File: src/rtl/uart_reg_sched.sv
// Register-bus master for a 16550-style UART: writes the line settings after reset, then
// time-shares the bus between LSR polling, RBR draining and THR filling.
module uart_reg_sched #(
    parameter int unsigned CLK_FREQ_HZ = 50_000_000,
    parameter int unsigned BAUD        = 115200,
    parameter logic [7:0]  LCR_VAL     = 8'h03
) (
    input  logic       sys_clk,
    input  logic       sys_rst,
    output logic       reg_awvalid,
    input  logic       reg_awready,
    output logic [2:0] reg_awaddr,
    output logic       reg_wvalid,
    input  logic       reg_wready,
    output logic [7:0] reg_wdata,
    input  logic       reg_bvalid,
    output logic       reg_bready,
    input  logic [1:0] reg_bresp,
    output logic       reg_arvalid,
    input  logic       reg_arready,
    output logic [2:0] reg_araddr,
    input  logic       reg_rvalid,
    output logic       reg_rready,
    input  logic [7:0] reg_rdata,
    input  logic [1:0] reg_rresp,
    output logic [7:0] rx_data,
    output logic       rx_valid,
    input  logic       rx_ready,
    input  logic [7:0] tx_data,
    input  logic       tx_valid,
    output logic       tx_ready,
    output logic       cfg_done,
    output logic       bus_err
);

    localparam logic [15:0] DIVISOR = 16'((CLK_FREQ_HZ + 8 * BAUD) / (16 * BAUD));
    localparam logic [2:0]  A_DATA  = 3'd0;   // RBR / THR / DLL
    localparam logic [2:0]  A_DLM   = 3'd1;
    localparam logic [2:0]  A_LCR   = 3'd3;
    localparam logic [2:0]  A_LSR   = 3'd5;

    typedef enum logic [2:0] {
        CFG_LCR1, CFG_DLL, CFG_DLM, CFG_LCR2, POLL, DECIDE, RD_RBR, WR_THR
    } state_t;
    typedef enum logic { PH_ISSUE, PH_WAIT } phase_t;

    state_t     r_state;
    phase_t     r_phase;
    logic       r_awvalid, r_wvalid, r_arvalid;
    logic [2:0] r_awaddr, r_araddr;
    logic [7:0] r_wdata;
    logic       r_cfg_done, r_bus_err;
    logic [7:0] r_rx_data;
    logic       r_rx_valid;
    logic [7:0] r_tx_byte;
    logic       r_tx_full;
    logic       r_prio;
    logic       r_lsr_dr, r_lsr_thre;

    logic [2:0] w_cfg_addr;
    logic [7:0] w_cfg_data;
    state_t     w_cfg_next;
    logic       w_rx_ok, w_tx_ok, w_serve_rx, w_tx_ready;

    // NOTE: every output of this block gets a default first, so no path can infer a latch.
    always_comb begin
        w_cfg_addr = A_LCR;
        w_cfg_data = LCR_VAL | 8'h80;
        w_cfg_next = CFG_DLL;
        case (r_state)
            CFG_DLL:  begin w_cfg_addr = A_DATA; w_cfg_data = DIVISOR[7:0];     w_cfg_next = CFG_DLM;  end
            CFG_DLM:  begin w_cfg_addr = A_DLM;  w_cfg_data = DIVISOR[15:8];    w_cfg_next = CFG_LCR2; end
            CFG_LCR2: begin w_cfg_addr = A_LCR;  w_cfg_data = LCR_VAL & 8'h7F;  w_cfg_next = POLL;     end
            default:  ;
        endcase
    end

    assign w_rx_ok    = r_lsr_dr & ~r_rx_valid;
    assign w_tx_ok    = r_lsr_thre & r_tx_full;
    assign w_serve_rx = w_rx_ok & (~w_tx_ok | ~r_prio);
    assign w_tx_ready = r_cfg_done & ~r_tx_full;

    // NOTE: all state updates use non-blocking assignments so every register sees pre-edge values.
    always_ff @(posedge sys_clk) begin
        if (sys_rst) begin
            r_state    <= CFG_LCR1;
            r_phase    <= PH_ISSUE;
            r_awvalid  <= 1'b0;
            r_wvalid   <= 1'b0;
            r_arvalid  <= 1'b0;
            r_awaddr   <= '0;
            r_araddr   <= '0;
            r_wdata    <= '0;
            r_cfg_done <= 1'b0;
            r_bus_err  <= 1'b0;
            r_rx_data  <= '0;
            r_rx_valid <= 1'b0;
            r_tx_byte  <= '0;
            r_tx_full  <= 1'b0;
            r_prio     <= 1'b0;
            r_lsr_dr   <= 1'b0;
            r_lsr_thre <= 1'b0;
        end else begin
            if (r_awvalid && reg_awready) r_awvalid <= 1'b0;
            if (r_wvalid && reg_wready)   r_wvalid  <= 1'b0;
            if (r_arvalid && reg_arready) r_arvalid <= 1'b0;
            if ((reg_bvalid && reg_bresp != 2'b00) || (reg_rvalid && reg_rresp != 2'b00))
                r_bus_err <= 1'b1;
            if (r_rx_valid && rx_ready) r_rx_valid <= 1'b0;
            if (tx_valid && w_tx_ready) begin
                r_tx_full <= 1'b1;
                r_tx_byte <= tx_data;
            end

            case (r_state)
                CFG_LCR1, CFG_DLL, CFG_DLM, CFG_LCR2: begin
                    if (r_phase == PH_ISSUE) begin
                        r_awvalid <= 1'b1;
                        r_wvalid  <= 1'b1;
                        r_awaddr  <= w_cfg_addr;
                        r_wdata   <= w_cfg_data;
                        r_phase   <= PH_WAIT;
                    end else if (reg_bvalid) begin
                        r_state <= w_cfg_next;
                        r_phase <= PH_ISSUE;
                        if (r_state == CFG_LCR2) r_cfg_done <= 1'b1;
                    end
                end
                POLL: begin
                    if (r_phase == PH_ISSUE) begin
                        r_arvalid <= 1'b1;
                        r_araddr  <= A_LSR;
                        r_phase   <= PH_WAIT;
                    end else if (reg_rvalid) begin
                        // A failed LSR read reports nothing pending.
                        r_lsr_dr   <= (reg_rresp == 2'b00) & reg_rdata[0];
                        r_lsr_thre <= (reg_rresp == 2'b00) & reg_rdata[5];
                        r_state    <= DECIDE;
                    end
                end
                DECIDE: begin
                    // Issues the chosen transaction directly so an idle poll loses no cycle.
                    r_phase <= PH_WAIT;
                    if (w_rx_ok && w_tx_ok) r_prio <= ~r_prio;
                    if (w_serve_rx) begin
                        r_arvalid <= 1'b1;
                        r_araddr  <= A_DATA;
                        r_state   <= RD_RBR;
                    end else if (w_tx_ok) begin
                        r_awvalid <= 1'b1;
                        r_wvalid  <= 1'b1;
                        r_awaddr  <= A_DATA;
                        r_wdata   <= r_tx_byte;
                        r_state   <= WR_THR;
                    end else begin
                        r_arvalid <= 1'b1;
                        r_araddr  <= A_LSR;
                        r_state   <= POLL;
                    end
                end
                RD_RBR: begin
                    if (reg_rvalid) begin
                        if (reg_rresp == 2'b00) begin
                            r_rx_data  <= reg_rdata;
                            r_rx_valid <= 1'b1;
                        end
                        r_state <= POLL;
                        r_phase <= PH_ISSUE;
                    end
                end
                WR_THR: begin
                    if (reg_bvalid) begin
                        r_tx_full <= 1'b0;
                        r_state   <= POLL;
                        r_phase   <= PH_ISSUE;
                    end
                end
                default: begin
                    r_state <= POLL;
                    r_phase <= PH_ISSUE;
                end
            endcase
        end
    end

    assign reg_awvalid = r_awvalid;
    assign reg_awaddr  = r_awaddr;
    assign reg_wvalid  = r_wvalid;
    assign reg_wdata   = r_wdata;
    assign reg_bready  = 1'b1;
    assign reg_arvalid = r_arvalid;
    assign reg_araddr  = r_araddr;
    assign reg_rready  = 1'b1;
    assign rx_data     = r_rx_data;
    assign rx_valid    = r_rx_valid;
    assign tx_ready    = w_tx_ready;
    assign cfg_done    = r_cfg_done;
    assign bus_err     = r_bus_err;

endmodule

File: config.mk
export PLATFORM = sky130hd
export DESIGN_NAME = uart_reg_sched
export DESIGN_NICKNAME = d
export VERILOG_FILES = /design/src/rtl/uart_reg_sched.sv
export SDC_FILE = /design/constraint.sdc
export NUM_CORES = 1
export LEC_CHECK = 0
export CORE_ASPECT_RATIO = 2
export CORE_UTILIZATION = 40
export DETAILED_ROUTE_END_ITERATION = 12
export GPL_TIMING_DRIVEN = 0
export MAX_ROUTING_LAYER = met4
export PLACE_DENSITY = 0.82
export SYNTH_ARGS = -nofsm -noshare
export SYNTH_HDL_FRONTEND = slang
export SYNTH_SLANG_ARGS = --single-unit
File: constraint.sdc
create_clock -name sys_clk -period 1.55 [get_ports sys_clk]
set_input_delay 0.31 -clock sys_clk [delete_from_list [all_inputs] [get_ports sys_clk]]
set_output_delay 0.31 -clock sys_clk [all_outputs]
set_load 0.01 [all_outputs]
==> flow_summary.rst <==
.. list-table::
   :header-rows: 1

   * - Metric
     - Value
   * - Yosys synthesis warning count
     - 0
   * - Crit-path cells
     - nor3b_1 > or4_4 > a311o_1 > a21oi_1
   * - Peak supply drop
     - 0.749 mV
   * - Max-slew violations
     - 0
   * - Half-perimeter wire length after detailed placement
     - 3.14 mm
   * - Number of max-cap violations
     - 0
   * - Clock root buffer
     - clkbuf_8
   * - Worst path setup slack after routing
     - -0.00451 ns
   * - Area Overhead vs Synth
     - 46.8%
   * - Total power density per cell area
     - 856 nW/µm²
   * - Number of rows created at floorplan
     - 34
   * - Cell area after synthesis
     - 1800 µm²
   * - Mapped Avg Cell Area
     - 8.20 µm²
   * - CTS Sinks
     - 41
   * - Antenna violations before repair
     - 0
   * - Worst setup slack for register-to-register paths
     - -0.005 ns
   * - Post-route cell area
     - 2640 µm²
   * - Xor and xnor area share after synthesis
     - 0.00976
   * - Height of the die
     - 96.8 µm
   * - Slowest stage cell, crit path
     - or4_4
   * - Routability cong.
     - 0.832
   * - Worst Skew
     - 0.00822 ns
   * - Cell accounting for the most synthesized area
     - dfxtp_1
   * - Dominant combinational cell family by area after synthesis
     - simple AND/OR/NAND/NOR gates
   * - Top-count cell post-synth
     - dfxtp_1
   * - TritonCTS buffer count
     - 5
   * - Buffer and inverter count on the worst path
     - 0
   * - Time the final worst path needs with I/O delays and setup
     - 1.55 ns
   * - Global route overflow
     - 0
   * - Async S/R FF share, synth
     - 0
   * - Average via count per standard cell
     - 5.30
   * - Maximum clock frequency
     - 643 MHz
   * - Path category of the worst min-delay check
     - primary input to flip-flop
   * - Data arrival time of the worst path
     - 1.78 ns
   * - Number of flops mapped to enable cells by yosys
     - 0
   * - Share of synthesized cell area in full adder, half adder and majority cells
     - 0
   * - Leakage power summed over all cells
     - 1.05 nW
   * - Dpl cell area
     - 2400 µm²
   * - Setup TNS Final
     - -0.00561 ns
   * - H-tree depth reported by CTS
     - 2
   * - Period utilization
     - 1.00
   * - Initial drt markers
     - 30
   * - Setup repair after global routing missed its margin
     - true
   * - Total number of vias
     - 1817
   * - Final number of setup-violating endpoints
     - 2
   * - Total DRC errors in the routed layout
     - 0
   * - Crit Path Max Fanout
     - 9
   * - Synth top cells by count
     - dfxtp_1 (41), a21oi_1 (29), nand2_1 (24)
   * - Die boundary width
     - 49.4 µm
   * - Total chip power
     - 2.26 mW
   * - Aggregate routed wire length
     - 4.42 mm
   * - First-pass detailed-route iteration total
     - 5
   * - Pin count of the biggest net entering global routing
     - 14
   * - Final Hold Violating Endpoints
     - 0
   * - Fraction of the mapped netlist area in compound gates
     - 0.167
   * - Floorplan die area
     - 4780 µm²
   * - Synth Area in Simple Gates
     - 0.245
   * - Wire length of the first global-routing pass
     - 7.11 mm
   * - Starting Density
     - 0.414
   * - Number of antenna repair diodes
     - 0
   * - Predominant post-synthesis flop cell
     - dfxtp_1
   * - Fraction of final layout cells sized beyond drive strength 1
     - 0.152
   * - Cell family with the largest share of critical-path delay
     - simple AND/OR/NAND/NOR gates
   * - Core area
     - 4340 µm²
   * - Leading post-synthesis cells by cell area
     - dfxtp_1 (46%), a21oi_1 (8.1%), nand2_1 (5.0%)
   * - Clock Tree Buf Depth
     - 2
   * - Port buffer count
     - 53
   * - Vias in the first global route
     - 1681
   * - Status
     - finished with violations
   * - GR Util All Layers
     - 0.198
   * - WS Path Type
     - flip-flop to flip-flop
   * - Delay of the slowest cell on the worst path
     - 0.52 ns
   * - Register bit count reported by yosys
     - 41
   * - Violated checks
     - setup timing
   * - CTS tree
     - yes
   * - Unique cell type count in the Yosys netlist
     - 42
   * - Average wire per standard cell
     - 12.9 µm
   * - Mux share of post-synthesis cell area
     - 0.0509
   * - I/O pin total
     - 60
   * - Req. time, crit path
     - 1.77 ns
   * - Kind of start point of the critical path
     - flip-flop
   * - Number of standard cells after synthesis
     - 219
   * - Portion of the post-synthesis area used by sequential elements
     - 0.457
   * - Critical Path Sink Type
     - flip-flop
   * - Clock-pin slew on the worst setup and hold paths
     - 0.08 ns
   * - Synth top area share
     - 0.457
   * - Clk Latency, worst-skew pair
     - 0.30 ns
   * - Number of nets in the final layout
     - 317
   * - Number of nets with antenna violations after detailed routing
     - 0
==> worst register-to-register path, cell delays in order, from the launching register on <==
cell,delay [ns]
dfxtp_4,0.38
nor3b_1,0.14
or4_4,0.52
a311o_1,0.29
a21oi_1,0.15
==> path summary, 6_finish.rpt <==
path / depth (start not counted) / end / start
setup / recovery: 4 / r_state[1] / r_state[2]
hold / removal: 3 / r_tx_byte[1] / tx_valid
hold reg to reg: 2 / reg_wdata[5] / r_tx_byte[5]
setup reg to reg: 4 / r_state[1] / r_state[2]
==> registers in the layout (all words and copies together), names as in the netlist <==
name         cells
bus_err          1
r_lsr_dr         1
r_tx_full        1
r_prio           1
r_state          3
reg_awvalid      1
r_phase          1
reg_arvalid      1
reg_awaddr       2
rx_data          8
r_lsr_thre       1
rx_valid         1
reg_wdata        8
cfg_done         1
r_tx_byte        8
reg_wvalid       1
reg_araddr       1
==> final cells by class <==
cell class / count / area (µm²)
tap: 54 / 67.6
buffer: 16 / 85.1
sequential: 41 / 835
timing repair buffer: 64 / 611
inverter: 6 / 22.5
clock buffer: 6 / 82.6
fill: 387 / 1700
clock inverter: 2 / 37.5
multi-input combinational: 154 / 896
==> through the flow <==
step / hold WS, ns / utilization / std cells / worst slack, ns
floorplan: 0.425 / - / 221 / 0.0129
global placement: 0.440 / 0.554 / 328 / -0.606
detailed placement: 0.446 / 0.554 / 328 / -0.622
CTS: 0.430 / 0.597 / 340 / -0.0178
global route: 0.453 / 0.608 / 343 / -0.0513
finish: 0.432 / 0.608 / 343 / -0.00451
==> layout by cell type (no fill, tap or decap), types with 2 or more instances in the layout <==
master | Yosys | routed
clkdlybuf4s50_1 | 0 | 45
dfxtp_1 | 41 | 34
a21oi_1 | 29 | 28
nand2_1 | 24 | 23
nor2_1 | 22 | 22
buf_4 | 5 | 17
nand3_1 | 14 | 14
mux2i_1 | 8 | 8
nand2b_1 | 8 | 8
clkbuf_1 | 12 | 7
clkbuf_8 | 0 | 6
inv_1 | 5 | 5
dfxtp_2 | 0 | 5
o21ai_1 | 4 | 4
conb_1 | 2 | 4
dlygate4sd2_1 | 0 | 4
nand4_1 | 3 | 3
or2_1 | 3 | 3
a211oi_1 | 3 | 3
dlymetal6s2s_1 | 0 | 3
nor2b_1 | 2 | 2
clkbuf_2 | 0 | 2
o211ai_1 | 2 | 2
a31oi_1 | 2 | 2
nor3_1 | 3 | 2
xor2_1 | 2 | 2
o21ai_0 | 2 | 2
dfxtp_4 | 0 | 2
==> report_power, final <==
part / total, mW / leakage (nW) / internal [mW] / switching, mW
combinational: 0.258 / 0.654 / 0.144 / 0.114
clock: 0.901 / 0.0574 / 0.524 / 0.378
sequential: 1.10 / 0.337 / 1.08 / 0.0195
==> cell families (layout without fill, tap and decap cells) <==
kind of cell,after synthesis,after routing
buffers and inverters,26,94
multiplexers,9,9
XOR/XNOR,2,2
AO/OA/AOI/OAI,50,50
AND/OR/NAND/NOR,89,89
flip-flops,41,41
other,2,4
==> layer usage <==
metal | global-route usage | part of all wire | up-vias
met4 | 0.101 | 0.034 | 0
met3 | 0.0393 | 0.049 | 19
li1 | - | - | 889
met1 | 0.185 | 0.37 | 825
met2 | 0.365 | 0.54 | 84
met5 | - | 0 | -
==> what timing repair did <==
action	4_1_cts	5_1_grt
pin swaps	4	2
hold buffers	0	0
buffers inserted	5	6
hold endpoints to repair	0	0
gates resized for setup	21	10
setup endpoints to repair	17	15
No activity file was read; power rests on OpenSTA's default activity.
==> edit (same flow settings) <==
Reset style: asynchronous (`sys_rst`), changed in one clocked block.
--- a/src/rtl/uart_reg_sched.sv
+++ b/src/rtl/uart_reg_sched.sv
@@ -81,7 +81,7 @@
     assign w_tx_ready = r_cfg_done & ~r_tx_full;
 
     // NOTE: all state updates use non-blocking assignments so every register sees pre-edge values.
-    always_ff @(posedge sys_clk) begin
+    always_ff @(posedge sys_clk or posedge sys_rst) begin
         if (sys_rst) begin
             r_state    <= CFG_LCR1;
             r_phase    <= PH_ISSUE;
Behaviour: differs if sys_rst is asserted again (counterexample within 4 cycles, from zero or initial values and one cycle with sys_rst high); with sys_rst held inactive, the same outputs for 10 cycles.
==> edit against the unedited design <==
  * The run still ends with negative setup slack left
  * Synthesized area up 3.7%
  * Sequential cell count unchanged
  * Routed wire length grew 1.1%
  * Cell count down 13%
  * Via count decreased by 17%
  * Final area is 2.6% higher
  * Critical path depth stayed put
  * Maximum frequency is essentially flat
  * Worst setup slack improved by 0.0011 ns
Power is not compared: it rests on default switching activity, and its combinational part moved more than twofold at a synthesized area within 25%.
==> edit: results (changes against the unedited design) <==
global-route track usage on met1 19.9% (was 18.5%); Setup TNS -0.00337 ns (was -0.00561 ns); Hold EP reg_wdata[5] (was r_tx_byte[1]); routability cong. 0.811 (was 0.832); setup bufs post-CTS 3 (was 5); detailed router's first-iteration violation count 73 (was 30); DR pass1 iterations 4 (was 5); reg-to-reg endpoint rx_data[4] (was r_state[1]); Synth Flop Type dfrtp_1 (was dfxtp_1); status finished, violations left (unchanged); final worst-path setup slack -0.00337 ns (was -0.00451 ns); Setup Viol. Count Final 1 (was 2); all-layer global routing usage 20.3% (was 19.8%); Worst Path Arrival 1.74 ns (was 1.78 ns); maximum number of pins on one net before global-route repair 42 (was 14); worst-path cell with the longest stage delay or4b_4 (was or4_4); # port buffers 55 (was 53); met2 WL post-DR 2.65 mm (was 2.40 mm); layout cells sized above 1 21.4% (was 15.2%); largest cells by area after synthesis dfrtp_1 55%, mux2_4 6.5%, mux2_2 5.4% (was dfxtp_1 46%, a21oi_1 8.1%, nand2_1 5.0%); CP peak stage delay 0.54 ns (was 0.52 ns); CP Max Fanout 5 (was 9); Async SR Flop Fraction 100% (was 0%); post_cts resized 17 (was 21); failing checks negative setup slack (unchanged); R2R Path Start r_state[1] (was r_state[2]); first-pass GRT wire length 7.25 mm (was 7.11 mm); Clock Skew 0.00869 ns (was 0.00822 ns); DR WL met3 185 µm (was 216 µm); Distinct cells, synth 38 (was 42); post-synthesis sequential area ratio 55.1% (was 45.7%)
edit: kinds of logic after synthesis:
family                    count (synthesis)  synth area share (%)
muxes                                    18                  12.4
and+or+nand+nor                          45                  11.6
buffers and inverters                    23                  6.05
AOI/OAI and AO/OA                        42                  14.0
xor gates and xnor gates                  1                 0.471
other                                     2                 0.403
DFF                                      41                  55.1
edit: power breakdown:
group / internal, mW / total [mW] / switching (mW) / leakage [nW]
Clock: 0.468 / 0.827 / 0.359 / 0.0540
Combinational: 1.06 / 1.95 / 0.894 / 0.802
Sequential: 1.50 / 1.75 / 0.255 / 0.505
edit: worst max path at each step:
stage / start / end / slack [ns] / cells after the start
after floorplan: reg_rresp[1] / rx_data[0] / 0.04 / 4
after global placement: sys_rst / cfg_done / -0.57 / 2
after detailed placement: reg_rresp[1] / rx_data[3] / -0.53 / 5
after CTS: r_state[2] / rx_data[5] / -0.04 / 4
after global routing: r_state[2] / reg_wdata[7] / -0.04 / 5
final: r_state[1] / rx_data[4] / -0.003 / 4
edit: metrics by stage:
stage	instances	hold slack (ns)	setup slack (ns)	cell area, µm²	utilization, %
floorplan	174	0.406	0.0353	1870	-
global placement	283	0.457	-0.566	2490	56.2
detailed placement	283	0.481	-0.530	2490	56.2
CTS	294	0.494	-0.0378	2640	59.6
global route	297	0.515	-0.0433	2700	61.1
finish	297	0.492	-0.00337	2700	61.1
edit: final cells by class:
type                    count  area (µm²)
clock inverters             2        35.0
well taps                  54        67.6
inverters                  10        37.5
plain buffers              13        85.1
flip-flops and latches     41        1030
multi-input cells         110         758
repair buffers             62         626
clock buffers               5        68.8
fillers                   374        1720
edit: worst register-to-register path: stages (launching register included):
cell and delay (ns):
dfrtp_1 0.39, inv_2 0.05, or4b_4 0.54, buf_6 0.16, mux2_4 0.30
